### src/rtl/elastic_pipe_register.sv
// Elastic DEPTH-stage register pipeline with valid/ready handshake on both ends.
// Empty stages always accept, so bubbles collapse under back-pressure.
module elastic_pipe_register #(
  parameter int unsigned     WORD_LENGTH = 4,
  parameter int unsigned     WORD        = WORD_LENGTH * 2,
  parameter int unsigned     DEPTH       = 3,
  parameter logic [WORD-1:0] CLEAR_VALUE = '0
) (
  input  logic                         clk,
  input  logic                         reset,
  input  logic                         enable,
  input  logic                         sync_clear,
  input  logic                         in_valid,
  input  logic [WORD-1:0]              in_data,
  output logic                         in_ready,
  output logic                         out_valid,
  output logic [WORD-1:0]              out_data,
  input  logic                         out_ready,
  output logic [$clog2(DEPTH+1)-1:0]   occupancy
);

  localparam int unsigned OccW = $clog2(DEPTH + 1);

  logic [DEPTH-1:0]           valid_q, valid_d;
  logic [DEPTH-1:0]           adv;
  logic [DEPTH-1:0][WORD-1:0] data_q, data_d;
  logic [OccW-1:0]            occ_q, occ_d;
  logic                       gate;
  logic                       in_fire, out_fire;

  assign gate      = enable & ~sync_clear;
  assign out_valid = valid_q[DEPTH-1] & gate;
  assign out_data  = data_q[DEPTH-1];
  // Held low during reset so nothing upstream sees a handshake while state is cleared.
  assign in_ready  = adv[0] & gate & reset;
  assign in_fire   = in_valid & in_ready;
  assign out_fire  = out_valid & out_ready;
  assign occupancy = occ_q;

  // A stage advances if any stage from it to the output is empty, or the output pops.
  always_comb begin
    adv = '0;
    for (int i = 0; i < int'(DEPTH); i++) begin
      adv[i] = out_ready;
      for (int j = i; j < int'(DEPTH); j++) begin
        adv[i] = adv[i] | ~valid_q[j];
      end
    end
  end

  always_comb begin
    valid_d = valid_q;
    data_d  = data_q;
    occ_d   = occ_q;
    if (sync_clear) begin
      valid_d = '0;
      data_d  = {DEPTH{CLEAR_VALUE}};
      occ_d   = '0;
    end else begin
      if (adv[0]) begin
        valid_d[0] = in_valid;
        if (in_valid) begin
          data_d[0] = in_data;
        end
      end
      for (int i = 1; i < int'(DEPTH); i++) begin
        if (adv[i]) begin
          valid_d[i] = valid_q[i-1];
          if (valid_q[i-1]) begin
            data_d[i] = data_q[i-1];
          end
        end
      end
      occ_d = occ_q + OccW'(in_fire) - OccW'(out_fire);
    end
  end

  always_ff @(posedge clk or negedge reset) begin
    if (!reset) begin
      valid_q <= '0;
      data_q  <= {DEPTH{CLEAR_VALUE}};
      occ_q   <= '0;
    end else if (enable) begin
      valid_q <= valid_d;
      data_q  <= data_d;
      occ_q   <= occ_d;
    end
  end

endmodule

### config.mk
export PLATFORM = sky130hd
export DESIGN_NAME = elastic_pipe_register
export DESIGN_NICKNAME = d
export VERILOG_FILES = /design/src/rtl/elastic_pipe_register.sv
export SDC_FILE = /design/constraint.sdc
export NUM_CORES = 1
export LEC_CHECK = 0
export ABC_AREA = 0
export ABC_CLOCK_PERIOD_IN_PS = 4700
export CORE_UTILIZATION = 30
export CTS_CLUSTER_DIAMETER = 100
export DETAILED_ROUTE_END_ITERATION = 8
export HOLD_SLACK_MARGIN = 0.15
export SETUP_SLACK_MARGIN = 0.15
export SYNTH_ARGS = -nofsm -noshare
export SYNTH_HDL_FRONTEND = slang
export SYNTH_SLANG_ARGS = --single-unit
### constraint.sdc
create_clock -name clk -period 4.7 [get_ports clk]
set_clock_uncertainty 0.2 [all_clocks]
set_input_delay 0.705 -clock clk [delete_from_list [all_inputs] [get_ports clk]]
set_output_delay 0.705 -clock clk [all_outputs]
set_load 0.01 [all_outputs]
; ---- Yosys cells after proc, flatten, opt, wreduce, memory -nomap -nowiden
; Index checks and enable logic that the tools add are counted.
[op_classes]
addsub = 2
multipliers = 0
div_mod_pow = 0
order_cmp = 0
eq_ne = 0
n_shift = 0
muxes = 12
bitwise = 16
reduce_logical = 12
[ops]
columns = op, count
row1 = $mux W8, 6
row2 = $mux W24, 1
row3 = $reduce_bool A2 Y1, 6
row4 = $reduce_and A3 Y1, 3
row5 = $and A1 B1 Y1, 6
row6 = $or A1 B1 Y1, 6
row7 = $reduce_and A2 Y1, 3
row8 = $not A1 Y1, 4
row9 = $mux W1, 3
row10 = $mux W3, 1
row11 = $add A2 B1 Y2, 1
row12 = $mux W2, 1
row13 = $sub A2 B1 Y2, 1
[totals]
register_bits = 29
latch_bits = 0
ramBits = 0
mem_bits_ro = 0
input_bits = 14
output_inout_bits = 12
word_cells = 49
memories = 0

; ---- Logic depth before layout (Yosys ltp)
; Gate-level depths: netlist (run 1).
[depth]
word_depth = 10
depth_mapped = 11
depth_no_buf = 10

; ---- Worst setup path before layout (run 1)
; OpenSTA, ideal clock, no wires.
[synth_timing]
path_kind = input -> register
startpoint = input enable
endpoint = register occ_q[1], in the netlist occupancy[1]
t_arrival_ns = 2.215
slack_ns = 2.147
cell_stages = 11
n_path_buf = 1
cell_sequence = buf_2 > nor2b_2 > and3_1 > nand2_1 > ha_1 > inv_1 > ha_1 > xnor2_1 > nor3b_1 > a21oi_1 > o22ai_1
[synth_via]
elab_chain_len = 7
word_cells_on_any_way = 9
classes_between = add/sub (2) / mux (1) / bitwise (6)
[synth_rtl]
columns = element, line
row1 = "start, declared", 11  ; input logic enable,
row2 = $and A1 B1 Y1, 31  ; assign gate = enable & ~sync_clear;
row3 = $and A1 B1 Y1 (2 in a row), 35  ; assign in_ready = adv[0] & gate & reset;
row4 = net in_ready, 15  ; output logic in_ready,
row5 = $and A1 B1 Y1, 36  ; assign in_fire = in_valid & in_ready;
row6 = $add A2 B1 Y2, 74  ; occ_d = occ_q + OccW'(in_fire) - OccW'(out_fire);
row7 = $sub A2 B1 Y2, 74
row8 = $mux W2, 55  ; if (sync_clear) begin
row9 = "end signal, assigned", 82  ; occ_q <= '0;
row10 = "end signal, assigned", 86  ; occ_q <= occ_d;
row11 = "end, declared", 27  ; logic [OccW-1:0] occ_q, occ_d;
; The timed path passes the listed nets, and every way through them passes these cells.
; A chain may end at the register's enable or synchronous reset.

; ---- Worst setup path after layout (run 1)
[layout_timing]
startpoint = input sync_clear
endpoint = output in_ready
[layout_via]
elab_chain_len = 4
[layout_rtl]
columns = element, line
row1 = "start, declared", 12  ; input logic sync_clear,
row2 = $not A1 Y1, 31
row3 = $and A1 B1 Y1, 31
row4 = $and A1 B1 Y1 (2 in a row), 35
row5 = "end, declared", 15
; Every way passes these cells.

==> results of run 1 <==
[logic make-up after synthesis]
logic type | count (synthesis) | synth area share
xor+xnor | 1 | 0.00604
buf+inv | 40 | 0.135
simple gates | 14 | 0.0613
fa+ha+maj | 2 | 0.0173
flops | 29 | 0.500
compound gates | 58 | 0.280
[worst register-to-register path, stage by stage (launching register included)]
cell,delay (ns)
dfrtp_1,0.65
nand4b_1,0.23
and3_1,0.23
nand2_1,0.07
ha_1,0.22
inv_1,0.06
ha_1,0.15
xnor2_1,0.14
nor3b_1,0.07
a21oi_1,0.11
o22ai_1,0.10
[sequential cells by signal, summed over array words and instances (netlist names)]
name,count
valid_q,3
occupancy,2
out_data,8
data_q,16
[routing by layer]
layer	vias up	routed length, microns	track usage
met5	-	0	0
met3	6	121	0.0338
met4	0	57	0.0654
li1	548	-	-
met2	36	1290	0.176
met1	496	1420	0.168
[cells in the mapped netlist (all sizes together)]
cell	n	share of area
nand2	4	0.010
o22ai	19	0.082
xnor2	1	0.0060
o21ai	2	0.0069
a22o	9	0.054
nand4b	1	0.0060
inv	21	0.054
nor2b	1	0.0060
nand3b	1	0.0078
a21oi	9	0.031
nor3b	1	0.0052
buf	15	0.071
and3	4	0.017
and2	1	0.0043
a21o	1	0.0052
dfrtp	29	0.50
nand2b	1	0.0043
clkbuf	4	0.010
a22oi	8	0.041
ha	2	0.017
a21boi	2	0.010
a41oi	8	0.048
[cell type report]
class	instances	area share
Sequential cell	29	0.415
Multi-Input combinational cell	75	0.302
Inverter	21	0.0451
Timing Repair Buffer	27	0.152
Clock buffer	5	0.0393
Tap cell	52	0.0372
Clock inverter	3	0.0100
[per-stage QoR]
step / cell area [sq um] / worst slack [ns] / total power [mW]
3_5_place_dp: 1660 / 1.13 / 0.400
4_1_cts: 1750 / 1.13 / 0.599
6_report: 1750 / 1.11 / 0.592
3_3_place_gp: 1660 / 1.21 / 0.395
2_1_floorplan: 1450 / 2.15 / 0.361
5_1_grt: 1750 / 1.00 / 0.625
[power by group through the flow]
stage	sequential (mW)	clock (mW)	combinational [mW]
after floorplan	0.295	0	0.0664
after global placement	0.301	0	0.0941
after detailed placement	0.302	0	0.0976
after CTS	0.298	0.203	0.0982
after global routing	0.302	0.215	0.109
final	0.298	0.197	0.0972
[final timing paths]
kind / startpoint / to / slack, ns / depth (start not counted)
setup / recovery: sync_clear / in_ready / 1.11 / 4
hold / removal: data_q[8]$_DFFE_PN0P_ / out_data[0]$_DFFE_PN0P_ / 0.29 / 1
setup reg to reg: valid_q[0]$_DFFE_PN0P_ / occupancy[1]$_DFFE_PN0P_ / 2.31 / 10
hold reg to reg: data_q[8]$_DFFE_PN0P_ / out_data[0]$_DFFE_PN0P_ / 0.29 / 1
max in group asynchronous: reset / data_q[1]$_DFFE_PN0P_ / 3.42 / 2
min in group asynchronous: reset / out_data[5]$_DFFE_PN0P_ / 0.60 / 2
==> out/qor.yml, run 1 <==
routing:
  routed_wl_mm: 2.89
  drtIter0Drc: 66
  ant_nets: 0
  routedWlPerCell_microns: 13.6
  drc: 0
  dr.pass1.iters: 4
  routed_via_density: 5.12
  vias: 1086
timing:
  slew_viol_final: 0
  worst_slew_pin_slew_ns: 0.824
  finalHoldViolCount: 0
  setup_viol: 0
  slew-limit-headroom: 0.449
  max_freq_mhz: 279
  period_needed_ns: 3.59
  fin_worst_hold_slack_ns: 0.292
  fin_crit_sh: 0.764
  rsz0062_at_grt: "no"
  finalSetupTns_ns: 0
setup_path:
  arrival_ns: 2.68
  crit_slowest_cell: "clkdlybuf4s50_1"
  path_class: "in2out"
  cp_top_family: "buffers and inverters"
  cp.required_ns: 3.80
  worstSetupEndpointType: "output pin"
  crit_buf_inv: 2
  start_kind: "input port"
  cp_max_fo: 22
  path_cells: "clkdlybuf4s50_1, nor2b_2, and3_1, clkdlybuf4s50_1"
  cp_common_cell: "clkdlybuf4s50_1"
  slowest_delay_ns: 0.83
place:
  portBuffers: 25
  dpl.hpwl_mm: 1.99
  dp_cells: 204
  gp_congestion: 0.771
final_layout:
  instances_no_fill: 212
  seq_area_sq_um: 726
  drive_gt1_frac: 0.0750
  num_antenna_cells: 0
  multi_input_area_sq_um: 528
  final_common_cell: "dfrtp_1"
  fin_util: 0.388
  nets: 175
  layout_common_cells: "dfrtp_1 (29), clkdlybuf4s50_1 (25), inv_1 (21)"
  nFillCells: 442
  syn2layout_area_growth_pct: 20.6
floorplanning:
  die_x_microns: 71.5
  start_util: 0.322
  coreArea_sq_um: 4500
  rows: 24
  io-pin-count: 26
  die_y_microns: 71.5
  die-area_sq_um: 5120
power:
  clkPwrFrac: 0.333
  seq_power_share: 0.503
  p_switching_mw: 0.166
  p_leak_nw: 0.757
  power_density_nw_per_um2: 338
  p_sw_frac: 0.280
  pwr-share-comb: 0.164
  p_int_mw: 0.426
  irDropWorstVdd_mv: 0.126
grt:
  grt_usage: 0.123
  grt_pass1_vias: 966
  grt_pass1_wl_mm: 4.76
  grt_overflow: 0
  grt_max_degree: 36
  antenna_found_initial: 0
yosys:
  ys_warn_count: 0
  yosysSeqAreaShare: 0.500
  ys_seq_elements: 29
  synth_cell_types: 25
  syn_nets: 160
  netlist_area_sq_um: 1450
  avgSynthCellArea_sq_um: 10.1
  postSynthCellCount: 144
clock_network:
  cts.sinks: 29
  cts_tree: "built"
  cts_setup_buffers: 0
  numCtsBuffers: 5
  cts_root_buf: "clkbuf_8"
  cts_max_level: 2
  clkTransAtPathRegs_ns: 0.07
  clockBufferDepth: 2
  cts.repair.resized: 0
  hold_buffers: 0
  worstSkewPairLatency_ns: 0.28
min_path:
  hp-class: "reg2reg"
run_status:
  status: "completed"
job:
  maxCapViolations: 0
(Power assumes the default switching activity.)
==> run 2, diff against run 1 <==
--- a/config.mk
+++ b/config.mk
@@ -6,7 +6,7 @@
 export NUM_CORES = 1
 export LEC_CHECK = 0
 export ABC_AREA = 0
-export ABC_CLOCK_PERIOD_IN_PS = 4700
+export ABC_CLOCK_PERIOD_IN_PS = 3600
 export CORE_UTILIZATION = 30
 export CTS_CLUSTER_DIAMETER = 100
 export DETAILED_ROUTE_END_ITERATION = 8
==> constraint.sdc (replaced) <==
create_clock -name clk -period 3.6 [get_ports clk]
set_clock_uncertainty 0.2 [all_clocks]
set_input_delay 0.54 -clock clk [delete_from_list [all_inputs] [get_ports clk]]
set_output_delay 0.54 -clock clk [all_outputs]
set_load 0.01 [all_outputs]
==> run 2 against run 1 <==
  * First-iteration DRC count shrank 35%
  * Flip-flop and latch count stayed put
  * Hold slack got worse by 0.00089 ns
  * Global-route usage increased by 0.50 points
  * Core utilization is 1.2 points higher
  * Clock power rose by 110%
  * Routed wire length increased by 4.7%
  * Critical path depth is the same
  * Power up 56%
  * Critical endpoint unchanged
  * Largest cell class unchanged
==> out/qor.yml, run 2 (synthesis gave the netlist of run 1 again) <==
clock_network:
  cts_setup_buffers: 0  # unchanged
  numCtsBuffers: 5  # unchanged
  cts_tree: "built"
  cts.repair.resized: 0  # unchanged
  clkTransAtPathRegs_ns: 0.07  # about the same
  cts.sinks: 29  # unchanged
  worstSkewPairLatency_ns: 0.28  # about the same
  clockBufferDepth: 2  # unchanged
  cts_max_level: 2  # unchanged
  cts_root_buf: "clkbuf_8"
  hold_buffers: 0  # unchanged
power:
  p_int_mw: 0.699  # +64%
  clkPwrFrac: 0.439  # +0.106
  p_leak_nw: 0.786  # +3.8%
  p_switching_mw: 0.224  # +35%
  p_sw_frac: 0.242  # -0.0375
  seq_power_share: 0.422  # -0.081
  pwr-share-comb: 0.139  # -0.025
  power_density_nw_per_um2: 511  # +51%
  irDropWorstVdd_mv: 0.190  # +50%
floorplanning:
  rows: 24  # unchanged
  coreArea_sq_um: 4500  # unchanged
  die-area_sq_um: 5120  # unchanged
  die_x_microns: 71.5  # unchanged
  start_util: 0.322  # unchanged
  die_y_microns: 71.5  # unchanged
  io-pin-count: 26  # unchanged
routing:
  drc: 0  # unchanged
  routed_wl_mm: 3.03  # +4.7%
  routed_via_density: 5.13  # +0.17%
  routedWlPerCell_microns: 14.2  # +4.2%
  drtIter0Drc: 43  # -35%
  vias: 1093  # +0.64%
  ant_nets: 0  # unchanged
  dr.pass1.iters: 5  # +1
final_layout:
  syn2layout_area_growth_pct: 24.4
  num_antenna_cells: 0  # unchanged
  layout_common_cells: "dfrtp_1 (29), clkdlybuf4s50_1 (25), inv_1 (21)"
  nets: 176  # +0.57%
  largest_reg_flops: 16  # unchanged
  nFillCells: 447  # +1.1%
  final_common_cell: "dfrtp_1"
  instances_no_fill: 213  # +0.47%
  drive_gt1_frac: 0.0807  # +0.00575
  largest-register: "data_q"
timing:
  fin_crit_sh: 0.765
  slew_viol_final: 0  # unchanged
  max_freq_mhz: 363
  slew-limit-headroom: 0.644  # +0.195
  rsz0062_at_grt: "no"
  worst_slew_pin_slew_ns: 0.534  # -0.290 ns
  finalSetupTns_ns: 0  # unchanged
  finalHoldViolCount: 0  # unchanged
  fin_worst_hold_slack_ns: 0.291  # -0.000891 ns
  setup_viol: 0  # unchanged
  period_needed_ns: 2.75
grt:
  antenna_found_initial: 0  # unchanged
  grt_overflow: 0  # unchanged
  grt_pass1_vias: 1024  # +6.0%
  grt_max_degree: 35  # -2.8%
  grt_usage: 0.128  # +0.00499
  grt_pass1_wl_mm: 4.96  # +4.2%
setup_path:
  cp_max_fo: 6  # -73%
  crit_slowest_cell: "clkdlybuf4s50_1"
  path_class: "in2out"
  cp_common_cell: "clkdlybuf4s50_1"
  arrival_ns: 2.01  # -0.67 ns
  start_kind: "input port"
  path_cells: "clkdlybuf4s50_1, nor2b_2, and3_1, clkdlybuf4s50_1"
  cp_top_family: "buffers and inverters"
  slowest_delay_ns: 0.54  # -0.29 ns
  reg2reg_from: "valid_q[0]$_DFFE_PN0P_"
  cp.required_ns: 2.86  # -0.94 ns
  worstSetupEndpointType: "output pin"
  crit_buf_inv: 2  # unchanged
  worstSetupStartpoint: "enable"
run_status:
  status: "completed"
place:
  dpl.hpwl_mm: 2.05  # +3.2%
  gp_congestion: 0.759  # -1.6%
  dp_cells: 205  # +0.49%
  portBuffers: 25  # unchanged
min_path:
  hp-class: "reg2reg"
  min-delay-start: "data_q[15]$_DFFE_PN0P_"
job:
  maxCapViolations: 0  # unchanged
run 2: cell types whose count changed in the layout (fill, tap and decap cells not counted):
cell,previous run,this run
bufinv_16,0,2
clkinvlp_4,1,0
clkinv_2,2,1
buf_4,2,3
run 2: metal layers:
layer	part of all wire	routed length (microns)	global-route usage
met5	0	0	0
met4	0.012	37	0.0632
met2	0.44	1340	0.182
met1	0.51	1540	0.174
met3	0.038	114	0.0422
run 2: layout make-up:
type | count | area, sq um | area share
clock buffer | 5 | 68.8 | 0.0381
clock inverter | 3 | 65.1 | 0.0361
inverter | 21 | 78.8 | 0.0437
multi-input combinational | 75 | 528 | 0.293
sequential | 29 | 726 | 0.402
tap | 52 | 65.1 | 0.0361
timing repair buffer | 28 | 273 | 0.151
run 2: worst register-to-register path, stage by stage, from the launching register on:
cell and delay (ns):
dfrtp_1 0.68, nand4b_1 0.22, and3_1 0.23, nand2_1 0.07, ha_1 0.22, inv_1 0.06
ha_1 0.15, xnor2_1 0.15, nor3b_1 0.08, a21oi_1 0.14, o22ai_1 0.10
run 2: path summary, 6_finish.rpt:
kind | endpoint | slack [ns] | cells past startpoint
setup / recovery | in_ready | 0.85 | 4
max in group asynchronous | data_q[6]$_DFFE_PN0P_ | 2.42 | 2
setup reg to reg | occupancy[1]$_DFFE_PN0P_ | 1.18 | 10
hold reg to reg | out_data[7]$_DFFE_PN0P_ | 0.29 | 1
hold / removal | out_data[7]$_DFFE_PN0P_ | 0.29 | 1
min in group asynchronous | data_q[14]$_DFFE_PN0P_ | 0.51 | 2
run 2: per-stage QoR:
stage | util | area, sq um | total power [mW] | setup WS, ns
after floorplan | - | 1450 | 0.471 | 1.21
final | 0.401 | 1800 | 0.922 | 0.846
after global routing | 0.401 | 1800 | 0.964 | 0.749
after global placement | 0.371 | 1670 | 0.516 | 0.878
after detailed placement | 0.371 | 1670 | 0.523 | 0.706
after CTS | 0.401 | 1800 | 0.931 | 0.816
run 2: power by group through the flow:
stage	sequential, mW	clock [mW]	combinational (mW)
2_1_floorplan	0.385	0	0.0867
3_3_place_gp	0.392	0	0.124
3_5_place_dp	0.395	0	0.128
4_1_cts	0.389	0.413	0.129
5_1_grt	0.394	0.427	0.143
6_report	0.389	0.405	0.128
==> run 3, diff against run 2 <==
--- a/config.mk
+++ b/config.mk
@@ -6,7 +6,7 @@
 export NUM_CORES = 1
 export LEC_CHECK = 0
 export ABC_AREA = 0
-export ABC_CLOCK_PERIOD_IN_PS = 3600
+export ABC_CLOCK_PERIOD_IN_PS = 2400
 export CORE_UTILIZATION = 30
 export CTS_CLUSTER_DIAMETER = 100
 export DETAILED_ROUTE_END_ITERATION = 8
==> constraint.sdc (replaced) <==
create_clock -name clk -period 2.4 [get_ports clk]
set_clock_uncertainty 0.2 [all_clocks]
set_input_delay 0.36 -clock clk [delete_from_list [all_inputs] [get_ports clk]]
set_output_delay 0.36 -clock clk [all_outputs]
set_load 0.01 [all_outputs]
==> run 3 against run 2 <==
  * Combinational power grew 58%
  * Sequential power grew 49%
  * Design area grew 0.90%
  * Hold slack gained 0.0030 ns
  * Flip-flop and latch count is the same
  * Highest routed layer unchanged
==> out/qor.yml, run 3 (synthesis gave the netlist of run 1 again) <==
setup_path:
  arrival_ns: 2.07  # +0.06 ns
  path_class: "in2reg"
  cp.required_ns: 2.35  # -0.51 ns
  cp_max_fo: 2  # -4
  start_kind: "input port"
  worstSetupEndpointType: "flop"
clock_network:
  worstSkewPairLatency_ns: 0.28  # about the same
  hold_buffers: 0  # unchanged
  cts.sinks: 29  # unchanged
  numCtsBuffers: 5  # unchanged
  cts_max_level: 2  # unchanged
  cts_tree: "built"
  cts_setup_buffers: 0  # unchanged
  clkTransAtPathRegs_ns: 0.06  # about the same
  clockBufferDepth: 2  # unchanged
  cts_root_buf: "clkbuf_8"
timing:
  finalSetupTns_ns: 0  # unchanged
  slew-limit-headroom: 0.761  # +0.117
  finalHoldViolCount: 0  # unchanged
  slew_viol_final: 0  # unchanged
  worst_slew_pin_slew_ns: 0.359  # -0.176 ns
  max_freq_mhz: 471
  setup_viol: 0  # unchanged
  period_needed_ns: 2.12
  fin_crit_sh: 0.884
  rsz0062_at_grt: "no"
  fin_worst_hold_slack_ns: 0.294  # +0.00300 ns
place:
  gp_congestion: 0.845  # +11%
  dpl.hpwl_mm: 2.02  # -1.7%
  portBuffers: 25  # unchanged
final_layout:
  layout_common_cells: "dfrtp_1 (29), inv_1 (21), clkdlybuf4s50_1 (20)"
  nets: 181  # +2.8%
  largest-register: "data_q"
  final_common_cell: "dfrtp_1"
  syn2layout_area_growth_pct: 25.5
  num_antenna_cells: 0  # unchanged
  nFillCells: 443  # -0.89%
  largest_reg_flops: 16  # unchanged
  seq_area_sq_um: 726  # unchanged
  drive_gt1_frac: 0.127  # +0.0458
  fin_util: 0.404  # +0.00361
  multi_input_area_sq_um: 553  # +4.7%
floorplanning:
  die-area_sq_um: 5120  # unchanged
  die_y_microns: 71.5  # unchanged
  rows: 24  # unchanged
  start_util: 0.322  # unchanged
  io-pin-count: 26  # unchanged
  die_x_microns: 71.5  # unchanged
  coreArea_sq_um: 4500  # unchanged
run_status:
  status: "completed"
power:
  power_density_nw_per_um2: 634  # +24%
  fin_total_pwr_mw: 1.15  # +25%
  p_leak_nw: 0.826  # +5.0%
  irDropWorstVdd_mv: 0.213  # +12%
routing:
  routed_wl_mm: 2.92  # -3.8%
  dr.pass1.iters: 4  # -1
  ant_nets: 0  # unchanged
  drtIter0Drc: 61  # +42%
  vias: 1125  # +2.9%
  routedWlPerCell_microns: 13.4  # -6.0%
  drc: 0  # unchanged
  routed_via_density: 5.16  # +0.57%
grt:
  grt_max_degree: 35  # unchanged
  antenna_found_initial: 0  # unchanged
  grt_usage: 0.130  # +0.00237
  grt_overflow: 0  # unchanged
  grt_pass1_wl_mm: 5.02  # +1.2%
  grt_pass1_vias: 1041  # +1.7%
job:
  maxCapViolations: 0  # unchanged
min_path:
  hp-class: "reg2reg"
run 3: changes by cell type in the layout (fill, tap and decap cells not counted), sizes merged:
cell / previous run / this run
clkbuf: 5 / 6
dlymetal6s2s: 0 / 3
clkinv: 1 / 2
clkdlybuf4s50: 25 / 20
bufinv: 2 / 0
buf: 3 / 8
dlygate4sd2: 0 / 2
run 3: final cells by class:
cell class	count	area share
clock buffer	6	0.0399
clock inverter	2	0.00550
inverter	21	0.0433
multi-input combinational	75	0.304
sequential	29	0.399
tap	52	0.0357
timing repair buffer	33	0.173
run 3: metrics by stage:
step,worst slack [ns],cell area [sq um],std cells
after floorplan,0.192,1450,144
final,0.279,1820,218
after detailed placement,-0.141,1710,210
after global placement,-0.0686,1710,210
after CTS,0.156,1790,218
after global routing,0.169,1820,218
run 3: report_power, final:
part	leakage [nW]	total [mW]	internal [mW]	switching, mW
Clock	0.0450	0.374	0.200	0.174
Sequential	0.391	0.578	0.539	0.0389
Combinational	0.390	0.202	0.102	0.0997
run 3: final timing paths:
check | start | end | slack [ns] | cells past startpoint
worst max-delay path | reset | occupancy[1]$_DFFE_PN0P_ | 0.28 | 10
worst min-delay path | data_q[10]$_DFFE_PN0P_ | out_data[2]$_DFFE_PN0P_ | 0.29 | 1
worst max register to register | valid_q[2]$_DFFE_PN0P_ | occupancy[1]$_DFFE_PN0P_ | 0.29 | 10
worst min register to register | data_q[10]$_DFFE_PN0P_ | out_data[2]$_DFFE_PN0P_ | 0.29 | 1
max in group asynchronous | reset | occupancy[0]$_DFFE_PN0P_ | 1.38 | 2
min in group asynchronous | reset | valid_q[1]$_DFFE_PN0P_ | 0.36 | 2
run 3: worst max-delay path, cell delays in order:
cell and delay (ns):
clkdlybuf4s50_1 0.52, and3_4 0.20, nand2_1 0.05, ha_1 0.27, inv_1 0.04, ha_2 0.18, xnor2_2 0.19, nor3b_2 0.06
a21oi_1 0.11, o22ai_1 0.09
run 3: timing repair:
item / 4_1_cts / 5_1_grt
pin swaps: 0 / 1
gates resized for setup: 3 / 7
setup endpoints to repair: 3 / 1
gates cloned: 0 / 0
run 3: layer usage:
| metal | global-route usage | vias to the layer above | part of all wire |
|---|---|---|---|
| met3 | 0.0394 | 6 | 0.039 |
| met5 | 0 | - | 0 |
| met2 | 0.188 | 33 | 0.44 |
| met4 | 0.0588 | 0 | 0.021 |
| met1 | 0.179 | 524 | 0.50 |
| li1 | - | 562 | - |
